===== src/rtl/mips_ctrl_pkg.sv =====
// Shared constants for the multicycle MIPS control path: opcodes, ALU op codes,
// mux select codes, FSM state encodings and the control vector layout.
package mips_ctrl_pkg;

    // Opcodes (IR[31:26])
    localparam logic [5:0] OP_RTYPE = 6'b000000;
    localparam logic [5:0] OP_ADDI  = 6'b001000;
    localparam logic [5:0] OP_ANDI  = 6'b001100;
    localparam logic [5:0] OP_ORI   = 6'b001101;
    localparam logic [5:0] OP_SLTI  = 6'b001010;
    localparam logic [5:0] OP_LW    = 6'b100011;
    localparam logic [5:0] OP_SW    = 6'b101011;
    localparam logic [5:0] OP_BEQ   = 6'b000100;
    localparam logic [5:0] OP_J     = 6'b000010;

    // AluOp codes
    localparam logic [2:0] ALU_FUNCT = 3'b001;
    localparam logic [2:0] ALU_ADD   = 3'b110;
    localparam logic [2:0] ALU_AND   = 3'b011;
    localparam logic [2:0] ALU_OR    = 3'b100;
    localparam logic [2:0] ALU_SLT   = 3'b010;
    localparam logic [2:0] ALU_SUB   = 3'b101;

    // AluSrcB selects
    localparam logic [1:0] SRCB_RT     = 2'b00;
    localparam logic [1:0] SRCB_FOUR   = 2'b01;
    localparam logic [1:0] SRCB_IMM    = 2'b10;
    localparam logic [1:0] SRCB_IMMSH2 = 2'b11;

    // PCSrc selects
    localparam logic [1:0] PCSRC_ALU    = 2'b00;
    localparam logic [1:0] PCSRC_ALUOUT = 2'b01;
    localparam logic [1:0] PCSRC_JUMP   = 2'b10;

    typedef enum logic [3:0] {
        StIdle     = 4'd0,
        StFetch    = 4'd1,
        StDecode   = 4'd2,
        StMemAddr  = 4'd3,
        StMemRead  = 4'd4,
        StMemWb    = 4'd5,
        StMemWrite = 4'd6,
        StExecR    = 4'd7,
        StExecI    = 4'd8,
        StAluWb    = 4'd9,
        StBranch   = 4'd10,
        StJump     = 4'd11
    } stateT;

    typedef struct packed {
        logic       pcWrite;
        logic       pcWriteCond;
        logic       iorD;
        logic       memRead;
        logic       memWrite;
        logic       irWrite;
        logic       memToReg;
        logic       regDst;
        logic       regWrite;
        logic       aluSrcA;
        logic [1:0] aluSrcB;
        logic [2:0] aluOp;
        logic [1:0] pcSrc;
    } ctrlT;

    // ALU operation for the immediate-arithmetic group; add for anything else.
    function automatic logic [2:0] iTypeAluOp(input logic [5:0] op);
        logic [2:0] aluOp;
        aluOp = ALU_ADD;
        if (op == OP_ANDI) aluOp = ALU_AND;
        if (op == OP_ORI)  aluOp = ALU_OR;
        if (op == OP_SLTI) aluOp = ALU_SLT;
        return aluOp;
    endfunction

endpackage


===== src/rtl/mc_output_decode.sv =====
// Moore output decode: current state (plus op where the action depends on it)
// to the datapath control vector.
module mc_output_decode
    import mips_ctrl_pkg::*;
(
    input  stateT      state,
    input  logic [5:0] op,
    input  logic       memReady,
    output ctrlT       ctrl
);

    // Every control defaults to 0; each state raises only what it needs.
    always_comb begin
        ctrl = '0;
        unique case (state)
            StIdle: ;
            StFetch: begin
                ctrl.memRead = 1'b1;
                ctrl.aluSrcB = SRCB_FOUR;
                ctrl.aluOp   = ALU_ADD;
                ctrl.pcSrc   = PCSRC_ALU;
                // PC and IR only commit once the fetch data is actually there
                ctrl.pcWrite = memReady;
                ctrl.irWrite = memReady;
            end
            StDecode: begin
                ctrl.aluSrcB = SRCB_IMMSH2;
                ctrl.aluOp   = ALU_ADD;
            end
            StMemAddr: begin
                ctrl.aluSrcA = 1'b1;
                ctrl.aluSrcB = SRCB_IMM;
                ctrl.aluOp   = ALU_ADD;
            end
            StMemRead: begin
                ctrl.memRead = 1'b1;
                ctrl.iorD    = 1'b1;
            end
            StMemWb: begin
                ctrl.regWrite = 1'b1;
                ctrl.memToReg = 1'b1;
            end
            StMemWrite: begin
                ctrl.memWrite = 1'b1;
                ctrl.iorD     = 1'b1;
            end
            StExecR: begin
                ctrl.aluSrcA = 1'b1;
                ctrl.aluSrcB = SRCB_RT;
                ctrl.aluOp   = ALU_FUNCT;
            end
            StExecI: begin
                ctrl.aluSrcA = 1'b1;
                ctrl.aluSrcB = SRCB_IMM;
                ctrl.aluOp   = iTypeAluOp(op);
            end
            StAluWb: begin
                ctrl.regWrite = 1'b1;
                ctrl.regDst   = (op == OP_RTYPE);
            end
            StBranch: begin
                ctrl.aluSrcA     = 1'b1;
                ctrl.aluSrcB     = SRCB_RT;
                ctrl.aluOp       = ALU_SUB;
                ctrl.pcWriteCond = 1'b1;
                ctrl.pcSrc       = PCSRC_ALUOUT;
            end
            StJump: begin
                ctrl.pcWrite = 1'b1;
                ctrl.pcSrc   = PCSRC_JUMP;
            end
            default: ctrl = '0;
        endcase
    end

endmodule


===== src/rtl/multicycle_control_fsm.sv =====
// Multicycle MIPS controller: state sequencing, illegal-opcode flag and
// retired-instruction counter. Control outputs come from mc_output_decode.
module multicycle_control_fsm
    import mips_ctrl_pkg::*;
#(
    parameter int unsigned CNT_W      = 32,
    parameter int unsigned FETCH_WAIT = 1
) (
    input  logic             clk,
    input  logic             rst_n,
    input  logic             run,
    input  logic [5:0]       op,
    input  logic             mem_ready,
    output logic             PCWrite,
    output logic             PCWriteCond,
    output logic             IorD,
    output logic             MemRead,
    output logic             MemWrite,
    output logic             IRWrite,
    output logic             MemToReg,
    output logic             RegDst,
    output logic             RegWrite,
    output logic             AluSrcA,
    output logic [1:0]       AluSrcB,
    output logic [2:0]       AluOp,
    output logic [1:0]       PCSrc,
    output logic             illegal_op,
    output logic [CNT_W-1:0] retired,
    output logic [3:0]       state_dbg
);

    stateT            stateQ, stateD;
    logic             illegalQ, illegalD;
    logic             retireEvent;
    logic [CNT_W-1:0] retiredQ;
    logic             memReadyEff;
    ctrlT             ctrlVec;

    assign memReadyEff = (FETCH_WAIT != 0) ? mem_ready : 1'b1;

    // Next-state selection, illegal-opcode detection and retirement detection.
    always_comb begin
        stateD      = stateQ;
        illegalD    = 1'b0;
        retireEvent = 1'b0;
        unique case (stateQ)
            StIdle:  if (run) stateD = StFetch;
            StFetch: if (memReadyEff) stateD = StDecode;
            StDecode: begin
                unique case (op)
                    OP_RTYPE:                         stateD = StExecR;
                    OP_ADDI, OP_ANDI, OP_ORI, OP_SLTI: stateD = StExecI;
                    OP_LW, OP_SW:                     stateD = StMemAddr;
                    OP_BEQ:                           stateD = StBranch;
                    OP_J:                             stateD = StJump;
                    default: begin
                        stateD   = StFetch;
                        illegalD = 1'b1;
                    end
                endcase
            end
            StMemAddr: stateD = (op == OP_LW) ? StMemRead : StMemWrite;
            StMemRead: if (memReadyEff) stateD = StMemWb;
            StMemWb: begin
                stateD      = StFetch;
                retireEvent = 1'b1;
            end
            StMemWrite: begin
                if (memReadyEff) begin
                    stateD      = StFetch;
                    retireEvent = 1'b1;
                end
            end
            StExecR, StExecI: stateD = StAluWb;
            StAluWb, StBranch, StJump: begin
                stateD      = StFetch;
                retireEvent = 1'b1;
            end
            default: stateD = StIdle;
        endcase
    end

    // State, illegal-opcode pulse and retired counter registers.
    always_ff @(posedge clk or negedge rst_n) begin
        if (!rst_n) begin
            stateQ   <= StIdle;
            illegalQ <= 1'b0;
            retiredQ <= '0;
        end else begin
            stateQ   <= stateD;
            illegalQ <= illegalD;
            if (retireEvent) retiredQ <= retiredQ + CNT_W'(1);
        end
    end

    mc_output_decode uOutputDecode (
        .state    (stateQ),
        .op       (op),
        .memReady (memReadyEff),
        .ctrl     (ctrlVec)
    );

    assign PCWrite     = ctrlVec.pcWrite;
    assign PCWriteCond = ctrlVec.pcWriteCond;
    assign IorD        = ctrlVec.iorD;
    assign MemRead     = ctrlVec.memRead;
    assign MemWrite    = ctrlVec.memWrite;
    assign IRWrite     = ctrlVec.irWrite;
    assign MemToReg    = ctrlVec.memToReg;
    assign RegDst      = ctrlVec.regDst;
    assign RegWrite    = ctrlVec.regWrite;
    assign AluSrcA     = ctrlVec.aluSrcA;
    assign AluSrcB     = ctrlVec.aluSrcB;
    assign AluOp       = ctrlVec.aluOp;
    assign PCSrc       = ctrlVec.pcSrc;
    assign illegal_op  = illegalQ;
    assign retired     = retiredQ;
    assign state_dbg   = stateQ;

endmodule


===== config.mk =====
export PLATFORM = sky130hd
export DESIGN_NAME = multicycle_control_fsm
export DESIGN_NICKNAME = d
export VERILOG_FILES = /design/src/rtl/mips_ctrl_pkg.sv /design/src/rtl/mc_output_decode.sv /design/src/rtl/multicycle_control_fsm.sv
export SDC_FILE = /design/constraint.sdc
export NUM_CORES = 1
export LEC_CHECK = 0
export ABC_CLOCK_PERIOD_IN_PS = 2600
export BUFFER_PORTS_ARGS = -buffer_cell sky130_fd_sc_hd__buf_2
export CORE_MARGIN = 4
export CORE_UTILIZATION = 45
export DETAILED_ROUTE_END_ITERATION = 7
export HOLD_SLACK_MARGIN = 0.06
export PLACE_DENSITY_LB_ADDON = 0.05
export SYNTH_ARGS = -nofsm -noshare
export SYNTH_HDL_FRONTEND = slang
export SYNTH_HIERARCHICAL = 1
export SYNTH_SLANG_ARGS = --single-unit
export TNS_END_PERCENT = 50

===== constraint.sdc =====
create_clock -name clk -period 2.6 [get_ports clk]
set_input_delay 0.52 -clock clk [delete_from_list [all_inputs] [get_ports clk]]
set_output_delay 0.52 -clock clk [all_outputs]
set_load 0.005 [all_outputs]

==> impl_metrics.json <==
{
  "status": "finished, final reports clean",
  "synth_edf_count": 0,
  "wirelength_um": 4950,
  "syn_nets": 241,
  "rows": 25,
  "detail_route.vias_per_cell": 5.22,
  "grt_pass1_vias": 1776,
  "antennaDiodeCount": 0,
  "gp_congestion": 0.758,
  "cp-end-kind": "output pin",
  "yosys.cell_count.top_type": "dfrtp_1",
  "fin_setup_tns_ps": 0,
  "die_x_um": 78.9,
  "dp_hpwl_um": 3730,
  "yosysWarningCount": 6,
  "stdcell_count": 362,
  "dr.pass1.iters": 4,
  "slew_headroom": 0.465,
  "tritoncts": "built",
  "cts_resized": 0,
  "startpoint_type": "flip-flop",
  "synth.largest_area_cell": "dfrtp_1",
  "hold_violations": 0,
  "r2r_cells": 5,
  "required_ps": 2080,
  "synth_seq_area_share": 0.409,
  "fp.dieH_um": 78.9,
  "maxCapViolations": 0,
  "numCtsBuffers": 5,
  "slowest_delay_ps": 450,
  "layout_min_cycle_time_ps": 2190,
  "die_area_um2": 6230,
  "rsz0062_at_grt": "false",
  "core_area_um2": 4790,
  "htreeDepth": 2,
  "crit_fanout": 18,
  "r2r_start": "state_dbg[1]",
  "power_leakage_uw": 0.00135,
  "cts_hold_buf": 0,
  "grt_max_degree": 38,
  "grt_use_total": 0.172,
  "crit_chain": "buf_4, nand2b_4, or2_2, o21ai_0, buf_2",
  "wl_per_cell_um": 13.7,
  "dp_cells": 355,
  "irDropWorstVdd_mv": 0.448,
  "fmax_ghz": 0.457,
  "finalCritPeriodShare": 0.841,
  "syn_area_per_cell_um2": 9.85,
  "grt_pass1_wl_um": 8530,
  "async_reset_ff_frac": 1.00,
  "yosysTopAreaCellShare": 0.409,
  "grt_overflow_total": 0,
  "clkLatencyLatePin_ps": 280,
  "critPathKind": "flip-flop to output pin",
  "hold_path_class": "primary input to asynchronous set/reset pin",
  "drtAntennaViolNets": 0,
  "cellPowerDensity_nw_per_um2": 780,
  "cpMaxStageDelayCell": "dfrtp_1",
  "place_area_um2": 2620,
  "fill_cells": 441,
  "num_vias": 1890,
  "synthTopCellsByArea": "dfrtp_1 (41%), xnor2_1 (7.0%), xor2_1 (6.2%), nor3_1 (4.0%), nor2_1 (3.6%)",
  "synthTopCellsByCount": "dfrtp_1 (37), nor2_1 (22), nor3_1 (18), xnor2_1 (18), xor2_1 (16)",
  "portBuffers": 63,
  "worst_slew_pin_slew_ps": 803,
  "drtIter0Drc": 74,
  "synth_cell_type_count": 51,
  "post_cts.repair.setup_buffers": 0,
  "syn2layout_area_growth_pct": 19.3,
  "final-max-slew-violation-count": 0,
  "synth_ff_type": "dfrtp_1",
  "timing.hold.ws_ps": 322,
  "totalPowerFinal_uw": 2110,
  "worstReg2RegEnd": "retired[19]",
  "regToRegSetupSlack_ps": 520,
  "arrival_ps": 1670,
  "ys_seq_elements": 37,
  "drive_above_1_share": 0.312,
  "postLayoutCellArea_um2": 2700,
  "setup_viol": 0,
  "antenna_found_initial": 0,
  "ios": 64,
  "drc_errors": 0,
  "cts-root-buf": "clkbuf_8",
  "nets": 306,
  "clkTransAtPathRegs_ps": 70,
  "syn-cell-area_um2": 2260,
  "cts_buffer_depth": 2,
  "synthCells": 230,
  "start_util": 0.473,
  "finClkSkew_ps": 4.51,
  "clock_sinks": 37
}
## how the worst max path moves through the flow
stage                            start     endpoint  slack, ps  cells past startpoint
after floorplan           state_dbg[3]  retired[27]        650                      7
after global placement       mem_ready  retired[27]        540                      6
after detailed placement     mem_ready  retired[19]        490                      6
after global routing      state_dbg[3]     AluOp[2]        260                      4
final                     state_dbg[2]      AluSrcA        410                      5
after CTS                 state_dbg[1]     AluOp[2]        390                      4
## state kept, by name (all words and copies together) (netlist names)
register,cells
illegal_op,1
retired,32
state_dbg,4
## cells in the final DEF (no fill, tap or decap), types with 4 or more instances in the layout
| master | n |
|---|---|
| a21oi_1 | 5 |
| and3_1 | 6 |
| buf_2 | 63 |
| buf_4 | 5 |
| clkbuf_8 | 6 |
| dfrtp_1 | 37 |
| inv_1 | 9 |
| nand2_1 | 13 |
| nand3_1 | 15 |
| nand4_1 | 7 |
| nor2_1 | 22 |
| nor3_1 | 18 |
| o21ai_0 | 4 |
| xnor2_1 | 18 |
| xor2_1 | 16 |
## through the flow
step,utilization,worst slack [ps]
2_1_floorplan,-,647
3_3_place_gp,0.547,536
6_report,0.565,413
5_1_grt,0.565,260
3_5_place_dp,0.547,486
4_1_cts,0.565,389
## routing by layer
metal,global-route usage,share of wire,up-vias
met4,0.0653,0.019,0
met1,0.217,0.45,870
li1,-,-,948
met5,0,0,-
met3,0.0351,0.061,7
met2,0.291,0.47,65
## worst max-delay path, delay by kind of cell, from the launching register on
family	cells	cell delay [ps]
flops	1	450
compound gates	1	80
buf+inv	2	370
simple gates	2	460
## report_power, final
group          total (µW)  internal [µW]  switching [µW]
Clock                 397            210             187
Sequential            769            647             121
Combinational         943            431             512
Total                2110           1290             820
## area by class of cell
type / instances / area, µm² / share of cell area
clock buffer: 7 / 86.3 / 0.0319
inverter: 9 / 33.8 / 0.0125
multi-input combinational: 174 / 1220 / 0.451
sequential: 37 / 926 / 0.343
tap: 67 / 83.8 / 0.0310
timing repair buffer: 68 / 353 / 0.131
## cell families after synthesis
kind of cell    synth area share
simple gates               0.287
flops                      0.409
xor+xnor                   0.144
compound gates            0.0928
buf+inv                   0.0525
mux                      0.00939
fa+ha+maj                0.00552
No activity file was read; power rests on OpenSTA's default activity.
